==> src/rtl/ram8_arbiter.sv <==
// Zero-fill sequencer and round-robin two-port arbiter for the 8x32 ram8 register file.
// Requester A is the instruction side, B the data side; each access is a req/ack transaction.
module ram8_arbiter (
    input  logic        clk,
    input  logic        rst,
    input  logic        req_a,
    input  logic        req_b,
    input  logic        we_a,
    input  logic        we_b,
    input  logic [2:0]  addr_a,
    input  logic [2:0]  addr_b,
    input  logic [31:0] wdata_a,
    input  logic [31:0] wdata_b,
    output logic        ack_a,
    output logic        ack_b,
    output logic [31:0] rdata,
    output logic        ready,
    output logic        ram_en,
    output logic        ram_read,
    output logic [2:0]  ram_addr,
    output logic [31:0] ram_in,
    input  logic [31:0] ram_out
);

    localparam int unsigned DW = 32;
    localparam int unsigned AW = 3;

    typedef enum logic [1:0] {
        S_CLEAR  = 2'd0,
        S_IDLE   = 2'd1,
        S_ACCESS = 2'd2,
        S_RESP   = 2'd3
    } state_t;

    state_t        state;
    logic [AW-1:0] cnt;
    logic          prio;
    logic          sel;
    logic          we_l;
    logic [AW-1:0] addr_l;
    logic [DW-1:0] wdata_l;
    logic          pick_b_c;

    // B wins when it is the only requester, or when both request and B holds priority
    assign pick_b_c = req_b && (!req_a || prio);

    // Sequencer, arbitration and registered responses
    always_ff @(posedge clk) begin
        if (rst) begin
            state   <= S_CLEAR;
            cnt     <= '0;
            prio    <= 1'b0;
            sel     <= 1'b0;
            we_l    <= 1'b0;
            addr_l  <= '0;
            wdata_l <= '0;
            ack_a   <= 1'b0;
            ack_b   <= 1'b0;
            rdata   <= '0;
            ready   <= 1'b0;
        end else begin
            ack_a <= 1'b0;
            ack_b <= 1'b0;
            case (state)
                S_CLEAR: begin
                    cnt <= cnt + AW'(1);
                    if (cnt == AW'(7)) begin
                        state <= S_IDLE;
                        ready <= 1'b1;
                    end
                end
                S_IDLE: begin
                    if (req_a || req_b) begin
                        sel     <= pick_b_c;
                        we_l    <= pick_b_c ? we_b    : we_a;
                        addr_l  <= pick_b_c ? addr_b  : addr_a;
                        wdata_l <= pick_b_c ? wdata_b : wdata_a;
                        state   <= S_ACCESS;
                    end
                end
                S_ACCESS: begin
                    if (!we_l) begin
                        rdata <= ram_out;
                    end
                    ack_a <= ~sel;
                    ack_b <= sel;
                    state <= S_RESP;
                end
                S_RESP: begin
                    prio  <= ~sel;
                    state <= S_IDLE;
                end
                default: state <= S_CLEAR;
            endcase
        end
    end

    // RAM port decode; reset forces the port idle so nothing commits while rst is high
    always_comb begin
        ram_en   = 1'b0;
        ram_read = 1'b0;
        ram_addr = '0;
        ram_in   = '0;
        if (!rst) begin
            case (state)
                S_CLEAR: begin
                    ram_en   = 1'b1;
                    ram_addr = cnt;
                end
                S_ACCESS: begin
                    ram_en   = 1'b1;
                    ram_read = ~we_l;
                    ram_addr = addr_l;
                    ram_in   = we_l ? wdata_l : DW'(0);
                end
                default: ram_en = 1'b0;
            endcase
        end
    end

endmodule

==> config.mk <==
export PLATFORM = sky130hd
export DESIGN_NAME = ram8_arbiter
export DESIGN_NICKNAME = d
export VERILOG_FILES = /design/src/rtl/ram8_arbiter.sv
export SDC_FILE = /design/constraint.sdc
export NUM_CORES = 1
export LEC_CHECK = 0
export ABC_CLOCK_PERIOD_IN_PS = 1400
export CAP_MARGIN = 10
export CORE_AREA = 2 2 109 101
export CTS_CLUSTER_SIZE = 28
export DETAILED_ROUTE_END_ITERATION = 16
export DIE_AREA = 0 0 111 103
export PLACE_DENSITY = 0.81
export SYNTH_ARGS = -nofsm -noshare
export SYNTH_HDL_FRONTEND = slang
export SYNTH_SLANG_ARGS = --single-unit
==> constraint.sdc <==
create_clock -name clk -period 1.4 [get_ports clk]
set_clock_uncertainty 0.1 [all_clocks]
set_input_delay 0.14 -clock clk [delete_from_list [all_inputs] [get_ports clk]]
set_output_delay 0.14 -clock clk [all_outputs]
set_load 0.01 [all_outputs]
Word-level counts from Yosys, hierarchy flattened --
Index checks and enable logic that the tools add are counted. Widths: inputs -> output; s select.
Word-level totals: register bits after elaboration 78, input bits 108, output and inout port bits 72, word-level logic and storage cells 47
Operators by class: add/sub/neg operators 1, eq/ne operators 6, mux-type cells 15, bitwise gates (word level) 3, reductions and logical operators 11
Operators by type and width (count):
- $mux 32 | 4
- $pmux 2 s4 | 1
- $reduce_and 2->1 | 4
- $mux 3 | 2
- $pmux 3 s2 | 1
- $mux 1 | 5
- $eq 2x2->1 const B | 2
- $mux 2 | 2
- $ne 2x2->1 const B | 2
- $reduce_or 2->1 | 2
- $add 3x1->3 const B | 1
- $eq 3x3->1 const B | 1
- $not 1->1 | 3
- $eq 2x1->1 const B | 1
- $logic_not 2->1 | 1
- $logic_or 1x1->1 | 2
- $logic_and 1x1->1 | 1
- $logic_not 1->1 | 1

Depth between registers and ports, before layout --
Gate-level depths: netlist of the first run.
word-level depth 4, gate-level depth with buffers 7, mapped depth without buffers 5

Worst setup path after synthesis of the first run --
No wires, ideal clock.
path type register to register, start reg state[0], end reg rdata[30], setup time 0.072 ns, arrival time 1.383 ns, required time 1.228 ns, path slack -0.155 ns, cell stages (with the launch flop) 8, path buffers 2, period minus slack after synthesis 1.555 ns, path through dfxtp_1 > inv_1 > ha_1 > nand2b_1 > buf_2 > clkbuf_1 > nand2_1 > a21oi_1
Between the ends: cells in the longest elaborated chain, start to end 2
RTL lines:
- start, declared | line 35 | state_t state;
- start signal, assigned | line 50 | state <= S_CLEAR;
- start signal, assigned | line 68 | state <= S_IDLE;
- start signal, assigned | line 78 | state <= S_ACCESS;
- $eq 2x2->1 | line 64 | case (state)
- $reduce_and 2->1 (no source line)
- end signal, assigned | line 83 | rdata <= ram_out;
- end, declared | line 16 | output logic [31:0] rdata,
No other way between the ends. A chain may end at the register's enable or synchronous reset.

Worst setup path after layout of the first run --
start reg state[0], end out ram_in[15]
Between the ends: cells in the longest elaborated chain, start to end 3
RTL lines:
- $eq 2x2->1 | line 105 | case (state)
- $mux 32 | line 105
- $mux 32 | line 104 | if (!rst) begin
- end, declared | line 21 | output logic [31:0] ram_in,
No other way between the ends.

==> results of run 1 <==
[report_power, final]
group          internal, mW  leakage [nW]  switching [mW]
combinational          1.72          2.06            1.28
clock                  1.37         0.141           0.923
sequential             2.48         0.632           0.277
total                  5.56          2.84            2.48
[stage by stage]
| stage | hold WS, ns | total power [mW] | TNS [ns] | cells |
|---|---|---|---|---|
| after floorplan | 0.176 | 3.60 | -0.998 | 444 |
| after global placement | 0.343 | 4.24 | -26.89 | 740 |
| after detailed placement | 0.349 | 4.31 | -32.85 | 740 |
| after CTS | 0.0550 | 7.67 | -28.73 | 788 |
| after global routing | 0.0843 | 8.35 | -38.37 | 787 |
| final | 0.0858 | 8.04 | -33.70 | 787 |
[final timing paths]
path	slack, ns	cells after the start	to	startpoint
setup / recovery	-0.50	7	ram_in[15]	state[0]
setup reg to reg	-0.36	9	wdata_l[10]	state[1]
hold reg to reg	0.35	2	rdata[17]	rdata[17]
hold / removal	0.09	3	cnt[0]	rst
[cells in the final DEF, fill, tap and decap left out, types with 4 or more instances in the layout]
master / n
a21oi_1: 16
a21oi_2: 19
a311oi_2: 35
and2_4: 32
buf_12: 16
buf_16: 18
buf_2: 4
buf_4: 17
buf_6: 41
clkbuf_16: 9
clkdlybuf4s50_1: 106
dfxtp_1: 75
dlygate4sd2_1: 35
ha_4: 4
mux2i_1: 4
nand2_1: 52
nand2_2: 12
nand3_1: 36
nor2_1: 12
nor2_2: 8
nor2_4: 28
o21ai_0: 36
[state kept, by name (all words and copies together), names as in the netlist]
register / count
ack_a: 1
ack_b: 1
addr_l: 3
cnt: 3
prio: 1
rdata: 32
ready: 1
sel: 1
state: 2
wdata_l: 32
we_l: 1
[worst max-delay path: stages (launching register included)]
cell     delay (ns)
dfxtp_2        0.36
inv_4          0.05
ha_4           0.15
and3b_2        0.22
buf_6          0.14
buf_16         0.15
and2_4         0.15
buf_6          0.11
[final cells by class]
| type | count | share of cell area, % |
|---|---|---|
| clock buffer | 9 | 3.05 |
| clock inverter | 6 | 0.829 |
| inverter | 4 | 0.305 |
| multi-input combinational | 318 | 33.9 |
| sequential | 78 | 21.2 |
| tap | 133 | 2.25 |
| timing repair buffer | 239 | 38.4 |
[layer usage]
metal | part of all wire (%) | track usage, % | vias to the layer above | wire [um]
li1 | - | - | 1977 | -
met1 | 38 | 29.2 | 2054 | 5990
met2 | 52 | 47.9 | 199 | 8210
met3 | 6.2 | 5.41 | 47 | 970
met4 | 3.3 | 11.9 | 0 | 511
met5 | 0 | 0 | - | 0
[cell families (layout without fill, tap and decap cells)]
logic type / count (synthesis) / after routing / synth area share [%]
muxes: 4 / 4 / 1.08
buffers and inverters: 48 / 258 / 6.26
xor gates and xnor gates: 1 / 1 / 0.235
adders and majority gates: 7 / 7 / 2.35
AOI/OAI and AO/OA: 115 / 115 / 24.6
DFF: 78 / 78 / 42.0
and+or+nand+nor: 191 / 191 / 23.5
[timing repair]
item,in CTS,in global routing
endpoints found under the hold margin,0,0
gates resized for setup,353,64
setup endpoints to repair,143,111
cloned,20,0
pin swaps,64,22
setup buffers,14,1
==> summary.txt, run 1 <==
Synthesis
  • Net Count, Synth: 559
  • Mapped cell area: 3720 sq um
  • Count leader, synth: dfxtp_1
  • Yosys warning total: 0
  • Sequential area share after synthesis: 42.0%
  • Number of synthesized flops with an enable pin: 0
  • Number of synthesized register bits: 78
  • Syn Area/Cell: 8.38 sq um
  • Top cells by area, synth: dfxtp_1 42%, a311oi_2 12%, nand2_1 6.5%
  • Most frequent cells after synthesis: 78 x dfxtp_1, 64 x nand2_1, 48 x nor2_1, 38 x o21ai_0, 36 x nand3_1
  • Top-area cell type share of the netlist area: 42.0%
  • Ys flop type: dfxtp_1
  • Fraction of registers with async set or reset after synthesis: 0%
  • Synthesized instance count: 444
  • Cell taking the most area after synthesis: dfxtp_1
  • Post-synthesis cell type count: 26

Route
  • Antenna-violating nets left: 0
  • DR vias: 4277
  • Total Wirelength: 15700 um
  • Wire per inst: 19.9 um
  • DRC Markers: 0
  • DRT iter0 DRCs: 228
  • Vias/cell: 5.43
  • TritonRoute pass-1 iters: 4

STA
  • Period minus WS final: 1.90 ns
  • Slew margin rel.: 52.6%
  • Fmax: 526 MHz
  • Final period utilization: 136%
  • Slew Limit Fails: 0
  • Setup ws final: -0.501 ns
  • Final setup violation count: 104
  • Final hold violations: 0
  • Actual slew at the worst max-slew pin: 0.712 ns
  • Unrepaired setup endpoints after global routing: true

Layout
  • Fillers: 730
  • # nets final: 765
  • Storage element area: 1570 sq um
  • Area Overhead vs Synth: 98.7%
  • Multi-input gate area: 2510 sq um
  • Share of cells above drive strength 1: 41.6%
  • Finished Core Util: 71.0%
  • Cell area after layout: 7390 sq um
  • N_diodes: 0

Clock tree
  • CTS tree: done
  • Htree depth: 3
  • Clk sink count: 78
  • Clk Latency, worst-skew pair: 0.33 ns
  • Root buf cell: clkbuf_16
  • Reg clk slew, reported paths: 0.06 ns
  • CTS Buf Count: 9
  • CTS max path bufs: 2
  • # hold bufs at CTS: 0

GRT
  • Initial antenna violation count: 0
  • Global-route wire length before repair: 23400 um
  • Via count of the first global-routing pass: 4436
  • Pin count of the biggest net entering global routing: 44
  • GRT overflow: 0
  • Total track usage: 25.9%

Power
  • Leak: 2.84 nW
  • Power per cell area: 1090 nW/um^2
  • Worst VDD drop: 0.000845 V

Place
  • RePlAce Congestion: 0.809
  • DP HPWL: 8110 um
  • Port buffer count: 179
  • Worst slack, placed: -0.501 ns
  • Placed Area: 5780 sq um

Min path
  • Worst min path class: input pin to flop

Worst setup path
  • Req. time, crit path: 1.16 ns
  • Critical path class: flop to primary output
  • Startpoint Class: flop
  • Critical path arrival: 1.66 ns
  • Element type at the critical path end: primary output
  • CP max FO: 8

Floorplan
  • Die Y: 103 um
  • IO Count: 180
  • Die Area: 11400 sq um
  • Row count: 36
  • Core footprint: 10400 sq um
  • Initial core utilization: 35.8%
  • Die width: 111 um

Outcome
  • Status: finished, violations left
  • Failing checks: negative setup slack

Flow run
  • Max-Cap Viols: 0
No activity file was read; power rests on OpenSTA's default activity.
==> run 2, diff against run 1 <==
==> config.mk (replaced) <==
export PLATFORM = sky130hd
export DESIGN_NAME = ram8_arbiter
export DESIGN_NICKNAME = d
export VERILOG_FILES = /design/src/rtl/ram8_arbiter.sv
export SDC_FILE = /design/constraint.sdc
export NUM_CORES = 1
export LEC_CHECK = 0
export ABC_CLOCK_PERIOD_IN_PS = 1900
export CAP_MARGIN = 10
export CORE_AREA = 2 2 104 96
export CTS_CLUSTER_SIZE = 28
export DETAILED_ROUTE_END_ITERATION = 16
export DIE_AREA = 0 0 106 98
export PLACE_DENSITY = 0.84
export SYNTH_ARGS = -nofsm -noshare
export SYNTH_HDL_FRONTEND = slang
export SYNTH_SLANG_ARGS = --single-unit
==> constraint.sdc (replaced) <==
create_clock -name clk -period 1.9 [get_ports clk]
set_clock_uncertainty 0.1 [all_clocks]
set_input_delay 0.19 -clock clk [delete_from_list [all_inputs] [get_ports clk]]
set_output_delay 0.19 -clock clk [all_outputs]
set_load 0.01 [all_outputs]
==> run 2 against run 1 <==
The flow still finishes with violations (negative setup slack). Utilization is 7.3 points lower. Critical path depth shrank 1. Final area down 19%. Cell count fell by 4.7%. Non-clock buffer count decreased by 31. Die area down 9.1%. Clock-buffer cell count up 2. Setup slack gained 0.43 ns. Routed wire length shrank 26%. Sequential share of layout area is 4.9 points higher. Highest routed layer unchanged. Clock power is 39% lower. Sequential cell count unchanged.
==> summary.txt, run 2 (synthesized netlist as in run 1, its figures left out) <==
Outcome
  • Status: finished, violations left
  • Failing checks: negative setup slack

Worst setup path
  • Reg-to-reg startpoint: state[0]
  • Element type at the critical path end: primary output
  • R2R Setup Slk: 0.08 ns (+0.44 ns)
  • Crit path capture: ram_in[10]
  • Crit-path cells: inv_2, ha_4, and3b_2, clkbuf_16, and2_1, buf_2
  • Startpoint Class: flop
  • Crit path depth: 6 (-1)
  • CP max stage cell: dfxtp_2
  • Req. time, crit path: 1.61 ns (+0.45 ns)
  • Delay-heaviest family, CP: simple AND/OR/NAND/NOR gates
  • Critical path's largest stage delay: 0.35 ns (about the same)
  • R2r endpoint: wdata_l[28]
  • Buf+Inv Stages, Crit Path: 3 (-1)
  • CP max FO: 11 (+3)
  • Critical path class: flop to primary output
  • R2R depth: 7 (-2)
  • Crit path launch: state[0]
  • Critical path arrival: 1.68 ns (+0.02 ns)

Layout
  • # nets final: 734 (-4.1%)
  • Share of cells above drive strength 1: 22.3% (-19 points)
  • Most frequent cells in the layout: 141 x clkdlybuf4s50_1, 76 x dfxtp_1, 64 x nand2_1, 48 x nor2_1, 38 x o21ai_0
  • Finished Core Util: 63.8% (-7.3 points)
  • Top Registers: rdata: 32 flops, wdata_l: 32 flops
  • N_diodes: 0 (unchanged)
  • Area Overhead vs Synth: 61.2%
  • Cell area after layout: 5990 sq um (-19%)
  • Fillers: 762 (+4.4%)
  • Commonest non-fill, non-tap cell in the layout: clkdlybuf4s50_1

Floorplan
  • Die Area: 10400 sq um (-9.1%)
  • Initial core utilization: 39.6% (+3.8 points)
  • Die width: 106 um (-4.5%)
  • Core footprint: 9400 sq um (-9.6%)
  • Row count: 34 (-5.6%)
  • IO Count: 180 (unchanged)
  • Die Y: 98 um (-4.9%)

Clock tree
  • CTS max path bufs: 2 (unchanged)
  • Root buf cell: clkbuf_8
  • CTS tree: done
  • Clk Latency, worst-skew pair: 0.35 ns (+0.02 ns)
  • Htree depth: 3 (unchanged)
  • Reg clk slew, reported paths: 0.08 ns (+0.02 ns)
  • CTS Buf Count: 9 (unchanged)
  • Clk sink count: 78 (unchanged)

Min path
  • Worst min path class: input pin to flop
  • HP Start: rst

Power
  • Worst VDD drop: 0.000381 V (-55%)
  • Power share of the clock group: 30.9% (+2.4 points)
  • Combinational Power Share: 26.4% (-11 points)
  • Internal power: 3.21 mW (-42%)
  • Power per cell area: 750 nW/um^2 (-31%)
  • Register share of total power: 42.7% (+8.5 points)
  • NetSw: 1.29 mW (-48%)
  • Switching share of power: 28.6% (-2.2 points)
  • Leak: 2.15 nW (-24%)

GRT
  • GRT overflow: 0 (unchanged)
  • Pin count of the biggest net entering global routing: 37 (-16%)
  • Initial antenna violation count: 0 (unchanged)
  • Via count of the first global-routing pass: 3770 (-15%)
  • Global-route wire length before repair: 17800 um (-24%)
  • Total track usage: 21.1% (-4.8 points)

Route
  • DRC Markers: 0 (unchanged)
  • Antenna-violating nets left: 0 (unchanged)
  • DR vias: 3900 (-8.8%)
  • DRT iter0 DRCs: 227 (-0.44%)
  • Wire per inst: 15.6 um (-22%)
  • Total Wirelength: 11700 um (-26%)
  • TritonRoute pass-1 iters: 4 (unchanged)
  • Vias/cell: 5.20 (-4.3%)

STA
  • Unrepaired setup endpoints after global routing: true
  • Setup ws final: -0.0690 ns (+0.432 ns)
  • Slew Limit Fails: 0 (unchanged)
  • Fmax: 508 MHz
  • Period minus WS final: 1.97 ns
  • Final hold violations: 0 (unchanged)
  • Actual slew at the worst max-slew pin: 0.389 ns (-0.323 ns)
  • Slew margin rel.: 74.1% (+22 points)
  • Final period utilization: 104%
  • Final setup violation count: 32 (-69%)

Place
  • Port buffer count: 179 (unchanged)
  • DP HPWL: 7900 um (-2.6%)
  • RePlAce Congestion: 0.755 (-6.6%)
  • Placed Area: 5680 sq um (-1.8%)

Flow run
  • Max-Cap Viols: 0 (unchanged)
## run 2: cell type report
class / instances / area (sq um) / area share, %
clock buffers: 11 / 141 / 2.36
clock inverters: 5 / 82.6 / 1.38
inverters: 4 / 15.0 / 0.250
multi-input cells: 318 / 2010 / 33.5
flip-flops and latches: 78 / 1560 / 26.1
well taps: 126 / 158 / 2.63
repair buffers: 208 / 2020 / 33.8
## run 2: metal layers
metal	vias up	track usage (%)	part of all wire [%]
li1	1884	-	-
met3	16	7.88	8.9
met1	1819	24.3	41
met4	0	6.48	1.4
met5	-	0	0
met2	181	36.4	49
## run 2: worst reg2reg max path: stages (launching register included)
cell and delay (ns):
dfxtp_2 0.35, buf_4 0.10, buf_4 0.11, ha_1 0.26, o21a_4 0.22, buf_12 0.22
nor2_1 0.09, a311oi_1 0.28
## run 2: worst min-delay path by stage
stage	endpoint	slack [ns]	cells past startpoint
floorplan	rdata[0]	0.23	2
global placement	rdata[23]	0.34	2
detailed placement	ack_a	0.34	1
CTS	cnt[2]	0.25	3
global route	rdata[19]	0.28	3
finish	cnt[2]	0.27	3
## run 2: power groups by stage
stage | Clock, mW | Combinational [mW] | Sequential (mW)
floorplan | 0 | 0.694 | 1.91
global placement | 0 | 1.09 | 1.94
detailed placement | 0 | 1.13 | 1.94
CTS | 1.42 | 1.14 | 1.91
global route | 1.48 | 1.29 | 1.94
finish | 1.39 | 1.19 | 1.92
## run 2: repair_timing
item,in CTS,in global routing
cloned,1,2
hold buffers,0,0
pin swaps,9,9
setup endpoints to repair,36,37
resized for setup,163,28
buffers inserted,5,0
## run 2: through the flow
| stage | hold slack (ns) | std cells | setup WS [ns] | power (mW) | setup TNS, ns |
|---|---|---|---|---|---|
| 3_5_place_dp | 0.343 | 728 | -0.0858 | 3.08 | -2.07 |
| 4_1_cts | 0.253 | 748 | -0.120 | 4.47 | -0.753 |
| 5_1_grt | 0.279 | 750 | -0.174 | 4.71 | -3.90 |
| 2_1_floorplan | 0.226 | 444 | 0.311 | 2.61 | 0 |
| 6_report | 0.269 | 750 | -0.0690 | 4.50 | -1.21 |
| 3_3_place_gp | 0.341 | 728 | -0.0339 | 3.03 | -0.740 |
